**src/rtl/shared_pkg.sv**
```systemverilog
// Shared constants for the FIFO read path.
// BUS_WIDTH     : data word width shared by the synchronous FIFO and its readers.
// BURST_LEN_DEF : default number of beats per output burst.
// OUT_DEPTH_DEF : default output buffer depth of the burst reader.
package shared_pkg;

  localparam int unsigned BUS_WIDTH     = 8;
  localparam int unsigned BURST_LEN_DEF = 4;
  localparam int unsigned OUT_DEPTH_DEF = 3;

endpackage

```
**src/rtl/out_buffer.sv**
```systemverilog
// Small circular output buffer with push/pop/count interface.
// Ports:
//   CLK, rst_n  : clock, asynchronous active-low reset
//   push        : write push_data at the tail
//   push_data   : word to store
//   pop         : drop the head entry (caller guarantees count != 0)
//   head_data   : entry at the read pointer
//   count       : number of stored entries, 0..DEPTH
module out_buffer #(
  parameter int unsigned WIDTH = shared_pkg::BUS_WIDTH,
  parameter int unsigned DEPTH = shared_pkg::OUT_DEPTH_DEF
) (
  input  logic                         CLK,
  input  logic                         rst_n,
  input  logic                         push,
  input  logic [WIDTH-1:0]             push_data,
  input  logic                         pop,
  output logic [WIDTH-1:0]             head_data,
  output logic [$clog2(DEPTH+1)-1:0]   count
);

  localparam int unsigned PtrW = (DEPTH > 1) ? $clog2(DEPTH) : 1;
  localparam int unsigned CntW = $clog2(DEPTH + 1);

  logic [WIDTH-1:0] mem_q [DEPTH];
  logic [PtrW-1:0]  wr_ptr_q, wr_ptr_d;
  logic [PtrW-1:0]  rd_ptr_q, rd_ptr_d;
  logic [CntW-1:0]  count_q, count_d;

  // Pointers wrap at DEPTH-1, which need not be a power of two.
  function automatic logic [PtrW-1:0] ptr_inc(input logic [PtrW-1:0] ptr);
    return (ptr == PtrW'(DEPTH - 1)) ? '0 : ptr + 1'b1;
  endfunction

  always_comb begin
    wr_ptr_d = push ? ptr_inc(wr_ptr_q) : wr_ptr_q;
    rd_ptr_d = pop  ? ptr_inc(rd_ptr_q) : rd_ptr_q;
    count_d  = count_q;
    unique case ({push, pop})
      2'b10:   count_d = count_q + 1'b1;
      2'b01:   count_d = count_q - 1'b1;
      default: count_d = count_q;
    endcase
  end

  // Storage is cleared on reset so the head reads as zero while empty after reset.
  always_ff @(posedge CLK or negedge rst_n) begin
    if (!rst_n) begin
      for (int i = 0; i < int'(DEPTH); i++) mem_q[i] <= '0;
      wr_ptr_q <= '0;
      rd_ptr_q <= '0;
      count_q  <= '0;
    end else begin
      if (push) mem_q[wr_ptr_q] <= push_data;
      wr_ptr_q <= wr_ptr_d;
      rd_ptr_q <= rd_ptr_d;
      count_q  <= count_d;
    end
  end

  assign head_data = mem_q[rd_ptr_q];
  assign count     = count_q;

endmodule

```
**src/rtl/fifo_burst_reader.sv**
```systemverilog
// Pulls words from a synchronous FIFO (one-cycle read latency) into a small
// output buffer and presents them as valid/ready bursts of BURST_LEN beats.
// Ports:
//   CLK, rst_n    : clock, asynchronous active-low reset
//   fifo_rd_en    : read request to upstream FIFO
//   fifo_bus_out  : FIFO read data, qualified by fifo_valid
//   fifo_valid    : FIFO read data qualifier
//   fifo_empty    : FIFO empty flag
//   m_data        : head of output buffer
//   m_valid       : output word present
//   m_ready       : downstream accept
//   m_last        : current beat is the last of its burst
//   proto_err     : sticky, FIFO returned data that was never requested
module fifo_burst_reader #(
  parameter int unsigned BUS_WIDTH = shared_pkg::BUS_WIDTH,
  parameter int unsigned BURST_LEN = shared_pkg::BURST_LEN_DEF,
  parameter int unsigned OUT_DEPTH = shared_pkg::OUT_DEPTH_DEF
) (
  input  logic                 CLK,
  input  logic                 rst_n,
  output logic                 fifo_rd_en,
  input  logic [BUS_WIDTH-1:0] fifo_bus_out,
  input  logic                 fifo_valid,
  input  logic                 fifo_empty,
  output logic [BUS_WIDTH-1:0] m_data,
  output logic                 m_valid,
  input  logic                 m_ready,
  output logic                 m_last,
  output logic                 proto_err
);

  localparam int unsigned BeatW = $clog2(BURST_LEN) + 1;
  localparam int unsigned CntW  = $clog2(OUT_DEPTH + 1);
  localparam logic [BeatW-1:0] LastBeat = BeatW'(BURST_LEN - 1);

  logic             run_q;
  logic             inflight_q, inflight_d;
  logic             proto_err_q, proto_err_d;
  logic [BeatW-1:0] beat_q, beat_d;
  logic [CntW-1:0]  count;
  logic             push, pop;

  out_buffer #(
    .WIDTH (BUS_WIDTH),
    .DEPTH (OUT_DEPTH)
  ) u_out_buffer (
    .CLK       (CLK),
    .rst_n     (rst_n),
    .push      (push),
    .push_data (fifo_bus_out),
    .pop       (pop),
    .head_data (m_data),
    .count     (count)
  );

  always_comb begin
    // Reserve a slot for the in-flight word so a push can never overflow.
    // run_q holds reads off until the first edge after reset release.
    fifo_rd_en  = run_q && !fifo_empty && ((32'(count) + 32'(inflight_q)) < OUT_DEPTH);
    push        = fifo_valid && inflight_q;
    proto_err_d = proto_err_q || (fifo_valid && !inflight_q);
    // A new read in the same cycle as returning data keeps one word in flight.
    if (fifo_rd_en)      inflight_d = 1'b1;
    else if (fifo_valid) inflight_d = 1'b0;
    else                 inflight_d = inflight_q;

    m_valid = (count != '0);
    pop     = m_valid && m_ready;
    m_last  = m_valid && (beat_q == LastBeat);
    beat_d  = beat_q;
    if (pop) beat_d = (beat_q == LastBeat) ? '0 : beat_q + 1'b1;
  end

  always_ff @(posedge CLK or negedge rst_n) begin
    if (!rst_n) begin
      run_q       <= 1'b0;
      inflight_q  <= 1'b0;
      proto_err_q <= 1'b0;
      beat_q      <= '0;
    end else begin
      run_q       <= 1'b1;
      inflight_q  <= inflight_d;
      proto_err_q <= proto_err_d;
      beat_q      <= beat_d;
    end
  end

  assign proto_err = proto_err_q;

endmodule
```
**config.mk**
```make
export PLATFORM = sky130hd
export DESIGN_NAME = fifo_burst_reader
export DESIGN_NICKNAME = d
export VERILOG_FILES = /design/src/rtl/shared_pkg.sv /design/src/rtl/out_buffer.sv /design/src/rtl/fifo_burst_reader.sv
export SDC_FILE = /design/constraint.sdc
export NUM_CORES = 1
export LEC_CHECK = 0
export CORE_ASPECT_RATIO = 0.9
export CORE_UTILIZATION = 52
export CTS_CLUSTER_DIAMETER = 200
export DETAILED_ROUTE_END_ITERATION = 8
export GPL_TIMING_DRIVEN = 0
export HOLD_SLACK_MARGIN = 0.15
export PLACE_DENSITY = 0.9
export SYNTH_ARGS = -nofsm -noshare
export SYNTH_HDL_FRONTEND = slang
export SYNTH_SLANG_ARGS = --single-unit
```
**constraint.sdc**
```tcl
create_clock -name CLK -period 1.9 [get_ports CLK]
set_input_delay 0.57 -clock CLK [delete_from_list [all_inputs] [get_ports CLK]]
set_output_delay 0.57 -clock CLK [all_outputs]
set_load 0.005 [all_outputs]
```
# ---- Word-level counts from Yosys, hierarchy flattened
# Index checks and enable logic that the tools add are counted.
# Widths: inputs -> output; s select.
dict set report totals {
  reg_bits 36
  latch_bits 0
  mem_bits_rw 0
  rom_bits 0
  in_bits 13
  n_memories 0
}
dict set report classes {
  add_sub_neg 6
  n_mul 0
  n_div 0
  order_cmp 4
  eq_ne 5
  n_shift 0
  n_mux 12
  n_bitwise 2
  reduce_logical 13
}
# cell n
set op_table {}
lappend op_table {{$bwmux 24} 1}
lappend op_table {{$mux 8} 3}
lappend op_table {{$bmux 8 s2} 1}
lappend op_table {{$demux 8 s2} 1}
lappend op_table {{$logic_and 1x1->1} 7}
lappend op_table {{$add 2x1->2 const B} 3}
lappend op_table {{$eq 2x2->1 const B} 3}
lappend op_table {{$ge 3x3->1 const B} 2}
lappend op_table {{$not 2->3} 2}
lappend op_table {{$reduce_bool 2->1} 3}
lappend op_table {{$mux 2} 2}
lappend op_table {{$pmux 2 s2} 1}
lappend op_table {{$add 2x1->3} 1}
lappend op_table {{$add 3x1->3 const B} 1}
lappend op_table {{$eq 3x2->1 const B} 1}
lappend op_table {{$lt 3x1->1 const B} 1}
lappend op_table {{$lt 3x2->1 const B} 1}
lappend op_table {{$mux 3} 1}
lappend op_table {{$eq 2x1->1 const B} 1}
lappend op_table {{$logic_not 1->1} 2}
lappend op_table {{$mux 1} 2}
lappend op_table {{$sub 2x1->2 const B} 1}
lappend op_table {{$logic_or 1x1->1} 1}

# ---- Logic depth before layout (Yosys ltp)
dict set report depth {
  word_depth 6
  mapped_depth 6
  depth_no_buf 6
}

# ---- By module
# From an unflattened synthesis, not the netlist that was laid out.
dict set report hier_totals {
  hier_cells 123
  hier_area_um2 1615.3
}
# module instances cells_each area_each_um2
set modules_own_cells {}
lappend modules_own_cells {out_buffer 1 98 1305.0}
lappend modules_own_cells {fifo_burst_reader 1 25 310.3}

# ---- Worst setup path after synthesis
# OpenSTA, ideal clock, no wires.
dict set report synth_path {
  path_kind {reg2out}
  from {reg inflight_q}
  to {out fifo_rd_en}
  t_arrival_ns 1.441
  required_ns 1.330
  setup_slack_ns -0.111
  stages_incl_launch_ff 4
  path_buffers 0
  cell_sequence {dfrtp_1 > ha_1 > ha_1 > a2111oi_0}
}
dict set report synth_between {
  elab_chain_len 3
}
# item line_no
set synth_rtl {}
lappend synth_rtl {{start, declared} fifo_burst_reader.sv:37} ;# logic inflight_q, inflight_d;
lappend synth_rtl {{start signal, assigned} fifo_burst_reader.sv:82} ;# inflight_q <= inflight_d;
lappend synth_rtl {{$add 2x1->3} fifo_burst_reader.sv:59} ;# fifo_rd_en = run_q && !fifo_empty && ((32'(count) + 32'(inflight_q)) < OUT_DEPTH);
lappend synth_rtl {{$lt 3x2->1} fifo_burst_reader.sv:59}
lappend synth_rtl {{$logic_and 1x1->1} fifo_burst_reader.sv:59}
lappend synth_rtl {{end, declared} fifo_burst_reader.sv:21} ;# output logic fifo_rd_en,
# No other way between the ends.

# ---- Final worst setup path
dict set report layout_path {
  from {reg u_out_buffer.count_q[0], in the netlist u_out_buffer.count[0]}
  to {out fifo_rd_en}
}
dict set report layout_between {
  elab_chain_len 3
}
# item line_no
set layout_rtl {}
lappend layout_rtl {{start, declared} out_buffer.sv:28} ;# logic [CntW-1:0] count_q, count_d;
lappend layout_rtl {{start signal, assigned} out_buffer.sv:57} ;# count_q <= count_d;
lappend layout_rtl {{$add 2x1->3} fifo_burst_reader.sv:59}
lappend layout_rtl {{$lt 3x2->1} fifo_burst_reader.sv:59}
lappend layout_rtl {{$logic_and 1x1->1} fifo_burst_reader.sv:59}
# No other way between the ends.

==> results.sh <==
export IMPL_fin_area_um2=2253
export IMPL_synth_ff_type="dfrtp_1"
export IMPL_ys_warn_count=0
export IMPL_status="finished with violations"
export IMPL_drt_iter0_drc=23
export IMPL_num_nets_final=190
export IMPL_relSlewSlack_pct=48.22
export IMPL_path_max_fanout=2
export IMPL_cts_buffers=5
export IMPL_holdBufCountCts=0
export IMPL_port_buffers=24
export IMPL_htreeDepth=2
export IMPL_power_leakage_nw=1.058
export IMPL_ys_seq_area_share_pct=55.99
export IMPL_preCtsSetupSlack_ns=-0.5687
export IMPL_final_setup_viol_count=11
export IMPL_synth_cell_types=26
export IMPL_crit_required_ns=1.33
export IMPL_dpl_instance_area_um2=1901
export IMPL_clk_pin_slew_worst_paths_ns=0.11
export IMPL_drive_above_1_share_pct=53.45
export IMPL_clock_latency_ns=0.34
export IMPL_synth_common_cells="dfrtp_1, mux2_2, nand2_1"
export IMPL_synthesis_nets=143
export IMPL_post_dp_hpwl_um=2155
export IMPL_grt_usage_pct=27.14
export IMPL_rsz0062_at_grt="yes"
export IMPL_cts_path_max_buffers=2
export IMPL_grt_pass1_wl_um=6009
export IMPL_yosysTopAreaCell="dfrtp_1"
export IMPL_io_pins=25
export IMPL_finalWirelength_um=4027
export IMPL_start_util_pct=56.70
export IMPL_synth_top_area_share_pct=55.99
export IMPL_synthCells=126
export IMPL_fill_cells=166
export IMPL_antenna_cells=0
export IMPL_crit_family="flip-flops"
export IMPL_layout_min_cycle_time_ns=2.215
export IMPL_violations="negative setup slack"
export IMPL_rows=18
export IMPL_cp_common_cell="ha_4"
export IMPL_power_mw=3.932
export IMPL_critical_path_class="register to output pin"
export IMPL_maxCapViolations=0
export IMPL_hold_class="input pin to asynchronous set/reset pin"
export IMPL_place_congestion=0.7279
export IMPL_ir_worst_vdd_uv=947.6
export IMPL_ff2ff_path_depth=9
export IMPL_core_area_um2=2838
export IMPL_ys_ff_latch=36
export IMPL_die_y_um=54.77
export IMPL_drc_errors=0
export IMPL_post_route_period_util_pct=116.6
export IMPL_cpMaxStageDelayCell="dfrtp_2"
export IMPL_slew_viol_final=0
export IMPL_utilization_pct=79.41
export IMPL_viasPerCell=5.631
export IMPL_worst_pin_slew_ns=0.7767
export IMPL_cp_cell_sequence="ha_4 > ha_4 > a2111oi_4 > buf_2"
export IMPL_dieArea_um2=3321
export IMPL_ys_async_sr_fraction_pct=100.0
export IMPL_worstSetupStartpointType="register"
export IMPL_grt_pass1_vias=1214
export IMPL_grt_max_degree=37
export IMPL_critPathBufInv=1
export IMPL_synth_top_cells_by_area="dfrtp_1, mux2_2, mux2i_1, nand2_1, ha_1"
export IMPL_clock_skew_ns=0.008186
export IMPL_arrival_ns=1.64
export IMPL_max_freq_mhz=451.5
export IMPL_yosysMostFrequentCell="dfrtp_1"
export IMPL_cts_sinks=36
export IMPL_cts_root_buffer="clkbuf_4"
export IMPL_num_vias=1205
export IMPL_wire_per_inst_um=18.82
export IMPL_worst_path_stages=4
export IMPL_die_width_um=60.64
export IMPL_powerDensity_nw_per_um2=1745
export IMPL_grt_antenna_before_repair=0
export IMPL_timing_final_ws_setup_ns=-0.3150
export IMPL_drtAntennaViolNets=0
export IMPL_end_kind="output pin"
export IMPL_overflow=0
export IMPL_drt_pass1_iter_count=4
export IMPL_cts_tree="done"
export IMPL_netlist_area_um2=1609
export IMPL_slowest_delay_ns=0.44
export IMPL_finalHoldViolations=0
export IMPL_areaGrowthSynthToFinish_pct=40.05
export IMPL_postSynthAreaPerCell_um2=12.77
export IMPL_timing_hold_ws_ns=0.2957
export IMPL_synth_edf_count=0
worst reg2reg max path, stage by stage, from the launching register on:
cell and delay (ns):
dfrtp_2 0.44, buf_4 0.14, buf_6 0.10, buf_6 0.11, o21ai_4 0.16, inv_2 0.09, ha_1 0.23, xnor2_2 0.15
nor2_1 0.13, xor2_1 0.18
cells in the final DEF (no fill, tap or decap), drive strengths merged:
cell type      synthesis  final
nor2                   1      1
nor3                   2      2
dfrtp                 36     36
nand3                  2      2
clkdlybuf4s50          0     12
a2111oi                1      1
mux2i                  8      8
nor2b                  2      2
ha                     4      4
bufinv                 0      1
conb                   1      1
o21ai                 10     10
xnor2                  2      2
nand2                 16     16
clkbuf                 2      7
a21o                   3      3
nand2b                 1      1
mux2                  24     24
a21boi                 1      1
or2                    1      1
xor2                   1      1
buf                    1     31
o21bai                 1      1
nand4b                 2      2
inv                    4      4
what timing repair did:
item	in CTS	in global routing
setup buffers	11	6
gates cloned	2	0
pin swaps	6	6
endpoints found under the setup margin	14	12
resized for setup	82	21
cell type report:
| type | instances | area [um^2] | share of cell area (%) |
|---|---|---|---|
| multi-input cells | 83 | 812.0 | 36.04 |
| inverters | 4 | 15.01 | 0.6663 |
| repair buffers | 42 | 371.6 | 16.49 |
| plain buffers | 1 | 5.005 | 0.2221 |
| well taps | 40 | 50.05 | 2.221 |
| flip-flops and latches | 36 | 904.6 | 40.14 |
| clock buffers | 7 | 65.06 | 2.887 |
| clock inverters | 1 | 30.03 | 1.333 |
routing by layer:
layer  vias up  GRT usage, %  share of wire (%)
met1       615         30.32                 41
met2        43         47.44                 49
li1        529             -                  -
met5         -             0                  0
met3        18         8.274                4.9
met4         0         13.26                5.1
registers in the layout (all words and copies together), names as in the netlist:
signal,cells
u_out_buffer.mem_q,24
beat_q,3
u_out_buffer.count,2
u_out_buffer.rd_ptr_q,2
u_out_buffer.wr_ptr_q,2
inflight_q,1
proto_err,1
run_q,1
logic make-up (layout without fill, tap and decap cells):
group / count (synthesis) / after routing / synth area share (%)
DFF: 36 / 36 / 55.99
muxes: 32 / 32 / 21.77
and+or+nand+nor: 27 / 27 / 9.487
AOI/OAI and AO/OA: 16 / 16 / 6.066
buffers and inverters: 7 / 55 / 1.710
adders and majority gates: 4 / 4 / 3.111
xor gates and xnor gates: 3 / 3 / 1.633
other: 1 / 1 / 0.2331
where the power goes:
| group | switching, mW | internal (mW) |
|---|---|---|
| Clock | 0.253 | 0.349 |
| Combinational | 0.830 | 1.09 |
| Sequential | 0.289 | 1.12 |
| Total | 1.37 | 2.56 |
per-stage QoR:
step | setup TNS, ns | std cells
4_1_cts | -1.340 | 211
3_5_place_dp | -7.233 | 190
6_report | -1.244 | 214
5_1_grt | -1.688 | 214
3_3_place_gp | -20.04 | 190
2_1_floorplan | 0 | 126
path summary, 6_finish.rpt:
kind	start	end	slack [ns]
hold reg to reg	beat_q[1]$_DFFE_PN0P_	beat_q[1]$_DFFE_PN0P_	0.49
max in group asynchronous	rst_n	u_out_buffer.rd_ptr_q[1]$_DFFE_PN0P_	1.07
setup / recovery	u_out_buffer.count[0]$_DFFE_PN0P_	fifo_rd_en	-0.31
hold / removal	rst_n	u_out_buffer.wr_ptr_q[0]$_DFFE_PN0P_	0.30
setup reg to reg	u_out_buffer.count[0]$_DFFE_PN0P_	u_out_buffer.count[1]$_DFFE_PN0P_	0.09
min in group CLK	beat_q[1]$_DFFE_PN0P_	beat_q[1]$_DFFE_PN0P_	0.49
Power figures use the tool's default switching activity.
